<file path="src/rtl/prog_loader.sv">
// Program loader: streams a 16-byte program plus checksum into a register array
// and gates the CPU clock enable, with idle timeout and checksum error reporting.
module prog_loader #(
   parameter int unsigned TIMEOUT = 255
) (
   input  logic       clk_cpu,
   input  logic       reset,
   input  logic       load_req,
   input  logic       byte_valid,
   input  logic [7:0] byte_data,
   output logic       byte_ready,
   input  logic [3:0] cpu_adrs,
   output logic [7:0] cpu_dat,
   output logic       cpu_run,
   output logic       cpu_restart,
   output logic       load_done,
   output logic [1:0] err
);

   localparam int unsigned IdleW = (TIMEOUT < 2) ? 1 : $clog2(TIMEOUT + 1);

   localparam logic [2:0] StEmpty = 3'd0;
   localparam logic [2:0] StLoad  = 3'd1;
   localparam logic [2:0] StCksum = 3'd2;
   localparam logic [2:0] StRun   = 3'd3;
   localparam logic [2:0] StError = 3'd4;

   localparam logic [1:0] ErrNone    = 2'b00;
   localparam logic [1:0] ErrCksum   = 2'b01;
   localparam logic [1:0] ErrTimeout = 2'b10;

   logic [2:0]       state_q, state_d;
   logic [7:0]       mem_q [16];
   logic [3:0]       idx_q, idx_d;
   logic [7:0]       sum_q, sum_d;
   logic [IdleW-1:0] idle_q, idle_d;
   logic [1:0]       err_q, err_d;
   logic             pulse_q, pulse_d;
   logic             mem_we;
   logic             accept;
   logic             idle_expired;
   logic [7:0]       sum_next;

   assign byte_ready   = (state_q == StLoad) || (state_q == StCksum);
   assign accept       = byte_valid && byte_ready;
   assign sum_next     = sum_q + byte_data;
   // The cycle that would be idle cycle number TIMEOUT trips the timeout unless a byte lands.
   assign idle_expired = (idle_q == IdleW'(TIMEOUT - 1));

   always_comb begin
      state_d = state_q;
      idx_d   = idx_q;
      sum_d   = sum_q;
      idle_d  = idle_q;
      err_d   = err_q;
      mem_we  = 1'b0;
      case (state_q)
         StEmpty, StRun, StError: begin
            if (load_req) begin
               state_d = StLoad;
               idx_d   = 4'd0;
               sum_d   = 8'd0;
               idle_d  = '0;
               err_d   = ErrNone;
            end
         end
         StLoad: begin
            if (accept) begin
               mem_we = 1'b1;
               sum_d  = sum_next;
               idle_d = '0;
               if (idx_q == 4'd15) begin
                  state_d = StCksum;
               end else begin
                  idx_d = idx_q + 4'd1;
               end
            end else if (idle_expired) begin
               state_d = StError;
               err_d   = ErrTimeout;
            end else begin
               idle_d = idle_q + IdleW'(1);
            end
         end
         StCksum: begin
            if (accept) begin
               idle_d = '0;
               if (sum_next == 8'h00) begin
                  state_d = StRun;
               end else begin
                  state_d = StError;
                  err_d   = ErrCksum;
               end
            end else if (idle_expired) begin
               state_d = StError;
               err_d   = ErrTimeout;
            end else begin
               idle_d = idle_q + IdleW'(1);
            end
         end
         default: state_d = StEmpty;
      endcase
      pulse_d = (state_q == StCksum) && (state_d == StRun);
   end

   always_ff @(posedge clk_cpu) begin
      if (!reset) begin
         state_q <= StEmpty;
         idx_q   <= 4'd0;
         sum_q   <= 8'd0;
         idle_q  <= '0;
         err_q   <= ErrNone;
         pulse_q <= 1'b0;
      end else begin
         state_q <= state_d;
         idx_q   <= idx_d;
         sum_q   <= sum_d;
         idle_q  <= idle_d;
         err_q   <= err_d;
         pulse_q <= pulse_d;
      end
   end

   always_ff @(posedge clk_cpu) begin
      if (!reset) begin
         for (int i = 0; i < 16; i++) begin
            mem_q[i] <= 8'h00;
         end
      end else if (mem_we) begin
         mem_q[idx_q] <= byte_data;
      end
   end

   assign cpu_run     = (state_q == StRun);
   assign cpu_dat     = cpu_run ? mem_q[cpu_adrs] : 8'h00;
   assign load_done   = pulse_q;
   assign cpu_restart = pulse_q;
   assign err         = err_q;

endmodule

</file>
<file path="config.mk">
export PLATFORM = sky130hd
export DESIGN_NAME = prog_loader
export DESIGN_NICKNAME = d
export VERILOG_FILES = /design/src/rtl/prog_loader.sv
export SDC_FILE = /design/constraint.sdc
export NUM_CORES = 1
export LEC_CHECK = 0
export CORE_MARGIN = 2
export CORE_UTILIZATION = 42
export CTS_CLUSTER_DIAMETER = 120
export DETAILED_ROUTE_END_ITERATION = 16
export PLACE_DENSITY = 0.55
export SYNTH_ARGS = -nofsm -noshare
export SYNTH_HDL_FRONTEND = slang
export SYNTH_SLANG_ARGS = --single-unit
</file>
<file path="constraint.sdc">
create_clock -name clk_cpu -period 3.8 [get_ports clk_cpu]
set_input_delay 0.95 -clock clk_cpu [delete_from_list [all_inputs] [get_ports clk_cpu]]
set_output_delay 0.95 -clock clk_cpu [all_outputs]
set_load 0.05 [all_outputs]
</file>
* Yosys cells after proc, flatten, opt, wreduce, memory -nomap -nowiden
Memory sizes are Yosys's and may differ from the RTL's. Index checks and enable logic that the tools add are counted.
Operators by class: order comparisons 0, multipliers 0, multiplexer cells 33, add/sub/neg operators 3, shift operators 0, div/mod/pow operators 0, equal/unequal tests 13, reduce and logical (&&, ||, !) cells 15, bitwise operators 0
Operators by type and width (number):
- $mux 8 | 6
- $pmux 8 s2 | 2
- $mux 3 | 6
- $mux 4 | 4
- $mux 2 | 5
- $eq 3x2->1 const B | 3
- $pmux 3 s3 | 1
- $add 8x1->8 const B | 1
- $add 8x8->8 | 1
- $eq 8x8->1 const B | 1
- $logic_not 8->1 | 1
- $ne 2x2->1 const B | 4
- $pmux 4 s2 | 1
- $reduce_and 4->1 | 2
- $reduce_or 8->1 | 1
- $mux 1 | 7
- $ne 3x3->1 const B | 2
- $pmux 2 s3 | 1
- $reduce_and 3->1 | 2
- $add 4x1->4 const B | 1
- $eq 4x4->1 const B | 1
- $reduce_bool 2->1 | 2
- $eq 3x1->1 const B | 1
- $eq 3x3->1 const B | 1
- 6 further kinds | 7
Word-level totals: RAM bits 128, output and inout bits 14, logic and storage cells 71, bits in latches 0, register bits after elaboration 26, bits of input ports 16, memories 1, memory bits (read-only) 0
Memories:
- mem_q | depth 16, width 8, rd ports 1, clocked after Yosys merged registers in 0, write ports 16, RTL line 33 | logic [7:0] mem_q [16];

* Depth between registers and ports, before layout
Gate-level depths: netlist of the first run.
depth in word-level cells 10, depth in mapped cells 9, mapped depth without buffers 9

* Worst setup path before layout of the first run
OpenSTA, ideal clock, no wires.
path type input to output, start input cpu_adrs[0], end output cpu_dat[0], path slack 277 ps, stages 5, buffers on the path 2, required time 2850 ps, data arrival time 2573 ps, path through buf_2 buf_6 mux4_2 mux4_2 and2_1
Between the ends: cells in the longest elaborated chain, start to end 2
RTL lines:
- from (decl) | RTL line 12 | input logic [3:0] cpu_adrs,
- $mem_v2 16x8
- $mux 8 | RTL line 134 | assign cpu_dat = cpu_run ? mem_q[cpu_adrs] : 8'h00;
- to (decl) | RTL line 13 | output logic [7:0] cpu_dat,
Every way passes these cells.

* Final worst setup path of the first run
start input cpu_adrs[0], end output cpu_dat[1]
Same word-level chain as after synthesis.

==> results of run 1 <==
[layout by cell type, fill, tap and decap left out, drive strengths merged, types with 3 or more instances in the layout]
cell type / count
inv: 13
buf: 51
a21oi: 12
nand2b: 9
a21boi: 5
ha: 13
nand3b: 3
o21ai: 21
nor3: 20
clkdlybuf4s50: 19
nor3b: 4
clkinv: 3
nand3: 10
xor2: 5
clkinvlp: 6
and2: 122
edfxtp: 128
clkbuf: 17
bufinv: 5
o211ai: 4
nor2: 40
dfxtp: 26
nor4: 7
or3: 4
mux4: 40
nor2b: 14
xnor2: 8
o21a: 4
nand2: 20
[registers in the layout (all words and copies together), names as in the netlist]
name	cells
err	2
cpu_restart	1
mem_q	128
idx_q	4
state_q	3
idle_q	8
sum_q	8
[worst min-delay path, delay by kind of cell (launching register included)]
family,cells,cell delay (ps)
compound gates,1,70
flops,1,310
simple gates,1,50
[cell type report]
class | instances | area, µm²
Inverter | 12 | 45.04
Sequential cell | 154 | 4364
Clock buffer | 17 | 425.4
Antenna cell | 1 | 2.502
Clock inverter | 15 | 221.5
Timing Repair Buffer | 72 | 636.9
Multi-Input combinational cell | 394 | 3099
Fill cell | 1551 | 8882
Tap cell | 229 | 286.5
[stage by stage]
step	TNS [ps]	std cells	utilization	total power, mW
6_report	0	894	0.5055	4.048
5_1_grt	0	894	0.5055	4.170
4_1_cts	0	893	0.5054	4.072
3_5_place_dp	-17.14	860	0.4676	2.220
3_3_place_gp	0	860	0.4676	2.215
2_1_floorplan	0	597	-	2.103
[power breakdown]
group          internal [mW]  switching (mW)
Clock                   1.17           0.696
Combinational          0.134           0.152
Sequential              1.87          0.0274
[cells by family (layout without fill, tap and decap cells)]
family	Yosys count	after routing	synth area share
XOR/XNOR	13	13	0.01483
AND/OR/NAND/NOR	259	259	0.1881
AO/OA/AOI/OAI	67	67	0.05835
other	0	1	0
buffers and inverters	49	116	0.02787
adder cells (fa/ha/maj)	14	14	0.02379
multiplexers	41	41	0.1186
flip-flops	154	154	0.5684
[metal layers]
metal | global-route usage | routed length, µm
met1 | 0.2787 | 8429
met2 | 0.3456 | 9488
met3 | 0.05525 | 1047
met4 | 0.05795 | 384
met5 | 0 | 0
[worst paths after layout]
| path | endpoint | slack [ps] | cells past startpoint |
|---|---|---|---|
| hold reg to reg | sum_q[3] | 480 | 2 |
| setup reg to reg | idx_q[3] | 1460 | 7 |
| setup / recovery | cpu_dat[1] | 140 | 6 |
| hold / removal | sum_q[3] | 480 | 2 |
==> results.md, run 1 <==
* Placeable Area at 0.01796 mm²
* Slew HR at 0.4780
* Startpoint types: input pin
* Post-CTS Hold Buffers at 0
* Hold wc startpoint: sum_q[3]
* CP max stage cell: mux4_2
* Post-CTS Setup Inserts at 0
* Worst clock skew at 7.841 ps
* Syn Nets at 627
* Die height at 139.2 µm
* Total GRT Usage at 0.2104
* Gr ovfl total at 0
* Most numerous cell in the Yosys netlist: edfxtp_1
* Max FO, Critical Path at 21
* Cts bufs inserted at 17
* Pwr per Cell Area at roughly 450 mW/mm²
* Critical Path Max Stage Delay at approximately 510 ps
* Cell Area, Synth at 0.007677 mm²
* Max Clk Rate at 0.2735 GHz
* Synth cell types at 56
* Worst VDD drop at 0.3330 mV
* Lkg Pwr at around 3.3 nW
* CP Capture Type: output pin
* H-tree depth at 4
* Register area share after synthesis at 0.5684
* Final Max Slew Viols at 0
* First-pass GRT wire length at 30340 µm
* Status: complete, no violations
* Drt first pass iters at 5
* Reg clk slew, reported paths at 60 ps
* Row cnt at just under 50
* Die X at around 140 µm
* CTS tree: built
* # Max-Cap Violations at 0
* HPWL Detailed at around 14000 µm
* Synth top cells by count: edfxtp_1, and2_1, mux4_2, nor2_1
* Resized cells post-CTS at 1
* Largest net degree at the start of global routing at 37
* Syn_area_per_cell at 12.86 µm²
* Die area at 0.01938 mm²
* Post-synth top area share at 0.5007
* Pre-CTS WS at -12.82 ps
* Worst min path class: flop to flop
* DR DRC count at 0
* Reg2reg start: state_q[0]
* Vias at roughly 4900
* Arrival @ worst endpoint at 2710 ps
* Worst-skew pair later-pin latency at between 400 and 500 ps
* Setup-failing EPs final at 0
* Share of layout cells above drive strength 1 at 0.1958
* Crit path time final at 3657 ps
* CP delay by family, top: multiplexers
* GPL Wtd Cong at between 0.8 and 0.9
* Nets@finish at 681
* Tcrit/Tclk final at 0.9623
* Clock root buffer: clkbuf_16
* Main flop type after synthesis: edfxtp_1
* Post-place instance area at 0.008401 mm²
* Post-synth ARST share at 0
* Initial antenna violation count at 1
* Post-DRT Antenna Nets at 0
* Seq cells post-synth at 154
* Critical-path cell list: buf_2 -> buf_12 -> mux4_2 -> mux4_2 -> and2_1 -> buf_4
* WS Path Type: input pin to output pin
* Final Hold Fails at 0
* Post-synth EDFFs at between 100 and 150
* Design Area, Final at 0.009081 mm²
* Worst hold slack at ~480 ps
* Data required, critical path at 2850 ps
* DR vias/cell at around 5.5
* Crit. Startpoint: cpu_adrs[0]
* Number of clock sinks at 154
* Fin worst setup slack at 143.2 ps
* Longest Clk Path Bufs at 2
* Cell taking the most area after synthesis: edfxtp_1
* PortBufs at 29
* Warnings, synthesis at 0
* RSZ-0062 raised after global routing: false
* Vias in the first global route at 5020
* DRT Wirelength at 19350 µm
* WP buf/inv at 3
* Starting Density at 0.4274
* Routed wire per std cell at 21.64 µm
* Starting DRT DRC Count at 385
* CP most frequent cell: mux4_2
* Worst Tran Pin Value at 780.1 ps
* Syn Inst Count at approximately 600
* Ranking of synthesized cells by area: edfxtp_1, mux4_2, and2_1, dfxtp_1, ha_1
* IO Pins at 30
* Area growth syn-to-layout at 18.29%
Power figures use the tool's default switching activity.
==> run 2: changes to the inputs <==
--- a/config.mk
+++ b/config.mk
@@ -5,10 +5,11 @@
 export SDC_FILE = /design/constraint.sdc
 export NUM_CORES = 1
 export LEC_CHECK = 0
-export CORE_MARGIN = 2
+export CAP_MARGIN = 20
 export CORE_UTILIZATION = 42
 export CTS_CLUSTER_DIAMETER = 120
 export DETAILED_ROUTE_END_ITERATION = 16
+export HOLD_SLACK_MARGIN = 0.12
 export PLACE_DENSITY = 0.55
 export SYNTH_ARGS = -nofsm -noshare
 export SYNTH_HDL_FRONTEND = slang
==> results.md, run 2 (synthesis gave the netlist of run 1 again) <==
* Status: complete, no violations
* Max FO, Critical Path at 16 (-24%)
* Reg clk slew, reported paths at 60 ps (about the same)
* CP max stage cell: mux4_2
* WS Path Type: input pin to output pin
* Number of clock sinks at 154 (unchanged)
* Cts bufs inserted at 17 (unchanged)
* Worst min path class: flop to flop
* Biggest regs: mem_q x128, idle_q x8, sum_q x8
* Starting Density at 0.4274 (unchanged)
* Row cnt at 49 (unchanged)
* Max Clk Rate at 0.2719 GHz (-0.56%)
* Design Area, Final at 0.008951 mm² (-1.4%)
* Lkg Pwr at 3.250 nW (-1.8%)
* Total GRT Usage at 0.2191 (+0.008730)
* RSZ-0062 raised after global routing: false
* Initial antenna violation count at 0 (-1)
* Post-CTS Setup Inserts at 0 (unchanged)
* Die area at 0.01882 mm² (-2.9%)
* Largest net degree at the start of global routing at 37 (unchanged)
* Clock root buffer: clkbuf_16
* Placeable Area at 0.01796 mm² (unchanged)
* CP delay by family, top: buffers and inverters
* Vias at 4840 (-1.8%)
* Commonest non-fill, non-tap cell in the layout: edfxtp_1
* Sw Ratio at 0.2248 (+0.008552)
* P_int at 2.899 mW (-8.6%)
* DR DRC count at 0 (unchanged)
* Most frequent cells in the layout: edfxtp_1, and2_1, buf_4
* Finished Layout Cells at 888 (-0.67%)
* Final core utilization at 0.4983 (-0.007243)
* Placed Cells at 856 (-0.47%)
* Combinational share of power at 0.076 (+0.005)
* Starting DRT DRC Count at 358 (-7.0%)
* Pre-CTS WS at -23.17 ps (-10.34 ps)
* Power, Total at 3.739 mW (-7.6%)
* Worst Tran Pin Value at 770.3 ps (-9.754 ps)
* CTS tree: built
* Worst-skew pair later-pin latency at 410 ps (-20 ps)
* Area growth syn-to-layout at 16.59%
* Clock power share at 0.415 (-0.045)
* Nets@finish at 677 (-0.59%)
* Startpoint types: input pin
* Die X at 137.2 µm (-1.4%)
* Critical Path Max Stage Delay at 470 ps (-40 ps)
* Post-DRT Antenna Nets at 0 (unchanged)
* Post-place instance area at 0.008383 mm² (-0.21%)
* Slew HR at 0.4865 (+0.008424)
* Routed wire per std cell at 21.35 µm (-1.4%)
* # Max-Cap Violations at 0 (unchanged)
* PortBufs at 29 (unchanged)
* Fin worst setup slack at 122.7 ps (-20.50 ps)
* Tcrit/Tclk final at 0.9677 (+0.005396)
* Crit path time final at 3677 ps (+20.50 ps)
* Pwr per Cell Area at 417.7 mW/mm² (-6.3%)
* H-tree depth at 4 (unchanged)
* CP Capture Type: output pin
* GPL Wtd Cong at 0.8947 (+8.1%)
* Share of layout cells above drive strength 1 at 0.1866 (-0.009137)
* Sum of negative setup slack at 0 ps (unchanged)
* CP most frequent cell: mux4_2
* Ant. Diodes at 0 (-1)
* DR vias/cell at 5.450 (-1.1%)
* Longest Clk Path Bufs at 2 (unchanged)
* Largest Register: mem_q
* Final Max Slew Viols at 0 (unchanged)
* WP buf/inv at 3 (unchanged)
* HPWL Detailed at 13900 µm (-2.0%)
* Max FFs per register at 128 (unchanged)
* Worst VDD drop at 0.3154 mV (-5.3%)
* Final Hold Fails at 0 (unchanged)
* Vias in the first global route at 4988 (-0.64%)
* Gr ovfl total at 0 (unchanged)
* First-pass GRT wire length at 29440 µm (-3.0%)
* Register area at 0.004364 mm² (unchanged)
* Fillers at 1565 (+0.90%)
* Data required, critical path at 2850 ps (about the same)
* Worst hold slack at 468.3 ps (-12.61 ps)
* IO Pins at 30 (unchanged)
* Critical-path cell list: dlygate4sd2_1 -> bufbuf_16 -> mux4_2 -> mux4_2 -> and2_1 -> buf_4
* Die height at 137.2 µm (-1.4%)
* Sequential power share at 0.508 (+0.038)
* Setup-failing EPs final at 0 (unchanged)
* Drt first pass iters at 5 (unchanged)
* Net load switching power at 0.8404 mW (-4.0%)
* Arrival @ worst endpoint at 2730 ps (+20 ps)
* Footprint of the multi-input gates at 0.003099 mm² (unchanged)
* DRT Wirelength at 18960 µm (-2.0%)
* Worst clock skew at 6.217 ps (-1.624 ps)
==> run 2: power by group through the flow <==
stage	Sequential, mW	Clock (mW)	Combinational, mW
2_1_floorplan	1.92	0	0.184
3_3_place_gp	1.94	0	0.275
3_5_place_dp	1.94	0	0.282
4_1_cts	1.90	1.58	0.288
5_1_grt	1.91	1.64	0.309
6_report	1.90	1.55	0.286
==> run 2: final timing paths <==
check             depth (start not counted)          to   startpoint  slack [ps]
setup / recovery                          6  cpu_dat[7]  cpu_adrs[1]         120
hold reg to reg                           2    sum_q[3]     sum_q[3]         470
setup reg to reg                         10      err[0]     sum_q[0]        1290
hold / removal                            2    sum_q[3]     sum_q[3]         470
==> run 2: tightest hold or removal path, stage by stage (launching register included) <==
cell,delay [ps]
dfxtp_1,310
nand2_1,50
a21boi_0,60
==> run 2: routing by layer <==
layer  wire length [µm]  global-route usage  up-vias
met4                350             0.07265        0
met1               8647              0.2923     2400
met3                768             0.04121       26
met2               9190              0.3597      124
met5                  0                   0        -
li1                   -                   -     2290
==> run 2: area by class of cell <==
type / instances / area share
multi-input cells: 394 / 0.3462
clock buffers: 19 / 0.04836
repair buffers: 68 / 0.06919
inverters: 12 / 0.005032
flip-flops and latches: 154 / 0.4876
well taps: 229 / 0.03201
clock inverters: 12 / 0.01160
==> run 2: what timing repair did <==
action,4_1_cts,5_1_grt
hold buffers,0,0
gates resized for setup,1,0
setup endpoints to repair,3,0
==> run 3: changes to the inputs <==
--- a/config.mk
+++ b/config.mk
@@ -6,8 +6,10 @@
 export NUM_CORES = 1
 export LEC_CHECK = 0
 export CAP_MARGIN = 20
+export CORE_MARGIN = 5
 export CORE_UTILIZATION = 42
 export CTS_CLUSTER_DIAMETER = 120
+export CTS_CLUSTER_SIZE = 8
 export DETAILED_ROUTE_END_ITERATION = 16
 export HOLD_SLACK_MARGIN = 0.12
 export PLACE_DENSITY = 0.55
==> results.md, run 3 (synthesis gave the netlist of run 1 again) <==
* Status: complete, no violations
* H-tree depth at 4 (unchanged)
* Share of layout cells above drive strength 1 at 0.1885 (+0.001891)
* Worst clock skew at 7.522 ps (+1.305 ps)
* WS Path Type: input pin to output pin
* Startpoint types: input pin
* Crit path time final at 3669 ps (-8.490 ps)
* IO Pins at 30 (unchanged)
* Worst min path class: flop to flop
* Routed wire per std cell at 21.33 µm (-0.10%)
* Die area at 0.02108 mm² (+12%)
* DR vias/cell at 5.562 (+2.0%)
* Vias at 4967 (+2.6%)
* Starting Density at 0.4274 (unchanged)
* Nets@finish at 680 (+0.44%)
* Largest Register: mem_q
* GPL Wtd Cong at 0.8577 (-4.1%)
* CP Capture Type: output pin
* Slew HR at 0.4715 (-0.01496)
* Worst Tran Pin Value at 789.8 ps (+19.52 ps)
* Fillers at 1546 (-1.2%)
* Setup-failing EPs final at 0 (unchanged)
* Tcrit/Tclk final at 0.9655 (-0.002234)
* HPWL Detailed at 13970 µm (+0.56%)
* DRT Wirelength at 19040 µm (+0.46%)
* Register area at 0.004364 mm² (unchanged)
* Net load switching power at 0.8454 mW (+0.59%)
* Longest Clk Path Bufs at 2 (unchanged)
* Resized cells post-CTS at 1 (unchanged)
* Initial antenna violation count at 0 (unchanged)
* Most frequent cells in the layout: edfxtp_1, and2_1, buf_4
* Reg clk slew, reported paths at 70 ps (about the same)
* Arrival @ worst endpoint at 2720 ps (about the same)
* Post-CTS Setup Inserts at 0 (unchanged)
* Placeable Area at 0.01796 mm² (unchanged)
* Final Hold Fails at 0 (unchanged)
* Die X at 145.2 µm (+5.8%)
* Cts bufs inserted at 17 (unchanged)
* Power, Total at 3.750 mW (+0.28%)
* Pwr per Cell Area at 417.6 mW/mm² (about the same)
* Post-place instance area at 0.008406 mm² (+0.27%)
* Max FO, Critical Path at 16 (unchanged)
* Data required, critical path at 2850 ps (about the same)
* Row cnt at 49 (unchanged)
* Sw Ratio at 0.2255 (+0.0007009)
* Gr ovfl total at 0 (unchanged)
* Post-DRT Antenna Nets at 0 (unchanged)
* Total GRT Usage at 0.1845 (-0.03458)
* Sequential power share at 0.507 (about the same)
* Starting DRT DRC Count at 377 (+5.3%)
* Design Area, Final at 0.008979 mm² (+0.31%)
* Post-CTS Hold Buffers at 0 (unchanged)
* CTS tree: built
* # Max-Cap Violations at 0 (unchanged)
* Die height at 145.2 µm (+5.8%)
* Vias in the first global route at 4925 (-1.3%)
* Clock power share at 0.416 (about the same)
* P_int at 2.904 mW (+0.19%)
* R2R setup slack at 1440 ps (+150 ps)
* Drt first pass iters at 5 (unchanged)
* Worst-skew pair later-pin latency at 420 ps (about the same)
* DR DRC count at 0 (unchanged)
* Commonest non-fill, non-tap cell in the layout: edfxtp_1
* First-pass GRT wire length at 29860 µm (+1.4%)
* Lkg Pwr at 3.262 nW (+0.36%)
* Worst VDD drop at 0.3430 mV (+8.7%)
* Number of clock sinks at 154 (unchanged)
* Clock root buffer: clkbuf_16
* RSZ-0062 raised after global routing: false
* Largest net degree at the start of global routing at 37 (unchanged)
* PortBufs at 29 (unchanged)
* Footprint of the multi-input gates at 0.003099 mm² (unchanged)
* Final Max Slew Viols at 0 (unchanged)
* Biggest regs: mem_q x128, idle_q x8, sum_q x8
* Combinational share of power at 0.077 (about the same)
* Max FFs per register at 128 (unchanged)
* Area growth syn-to-layout at 16.95%
* Max Clk Rate at 0.2726 GHz (+0.23%)
[run 3: cell types whose count changed in the layout (fill, tap and decap cells not counted)]
cell,delta
buf_4,+3
clkbuf_1,+1
clkinv_1,+1
clkinv_2,-1
diode_2,+1
[run 3: layout make-up]
class,instances,share of cell area
Clock inverter,12,0.01143
Inverter,12,0.005017
Timing Repair Buffer,71,0.07149
Multi-Input combinational cell,394,0.3452
Antenna cell,1,0.0002787
Tap cell,229,0.03191
Clock buffer,20,0.04863
Sequential cell,154,0.4861
[run 3: layer usage]
metal	part of all wire	global-route usage	up-vias	wire length [µm]
met2	0.50	0.3065	135	9535
met3	0.046	0.03898	18	872
li1	-	-	2303	-
met5	0	0	-	0
met1	0.44	0.2468	2511	8382
met4	0.013	0.05177	0	254
[run 3: final timing paths]
check | cells past startpoint | startpoint | end
worst max register to register | 10 | sum_q[0] | state_q[1]
worst min-delay path | 2 | sum_q[4] | sum_q[4]
worst max-delay path | 6 | cpu_adrs[1] | cpu_dat[5]
worst min register to register | 2 | sum_q[4] | sum_q[4]
[run 3: stage by stage]
step	util	hold slack, ps	TNS (ps)	setup slack (ps)	instances
after global routing	0.4997	528.9	0	64.59	892
after floorplan	-	444.7	0	277.1	597
after detailed placement	0.4679	469.0	-77.73	-26.89	859
after CTS	0.4997	479.3	0	128.7	892
final	0.4998	476.1	0	131.2	893
after global placement	0.4679	457.5	0	0.9170	859
[run 3: power groups by stage]
| stage | clock, mW | sequential (mW) | combinational, mW |
|---|---|---|---|
| floorplan | 0 | 1.92 | 0.184 |
| global placement | 0 | 1.94 | 0.279 |
| finish | 1.56 | 1.90 | 0.288 |
| detailed placement | 0 | 1.94 | 0.285 |
| global route | 1.67 | 1.90 | 0.312 |
| CTS | 1.58 | 1.90 | 0.290 |
[run 3: critical path, stage by stage]
cell and delay (ps):
dlygate4sd2_1 300, bufbuf_16 340, mux4_2 310, mux4_2 460
and2_1 160, buf_4 180
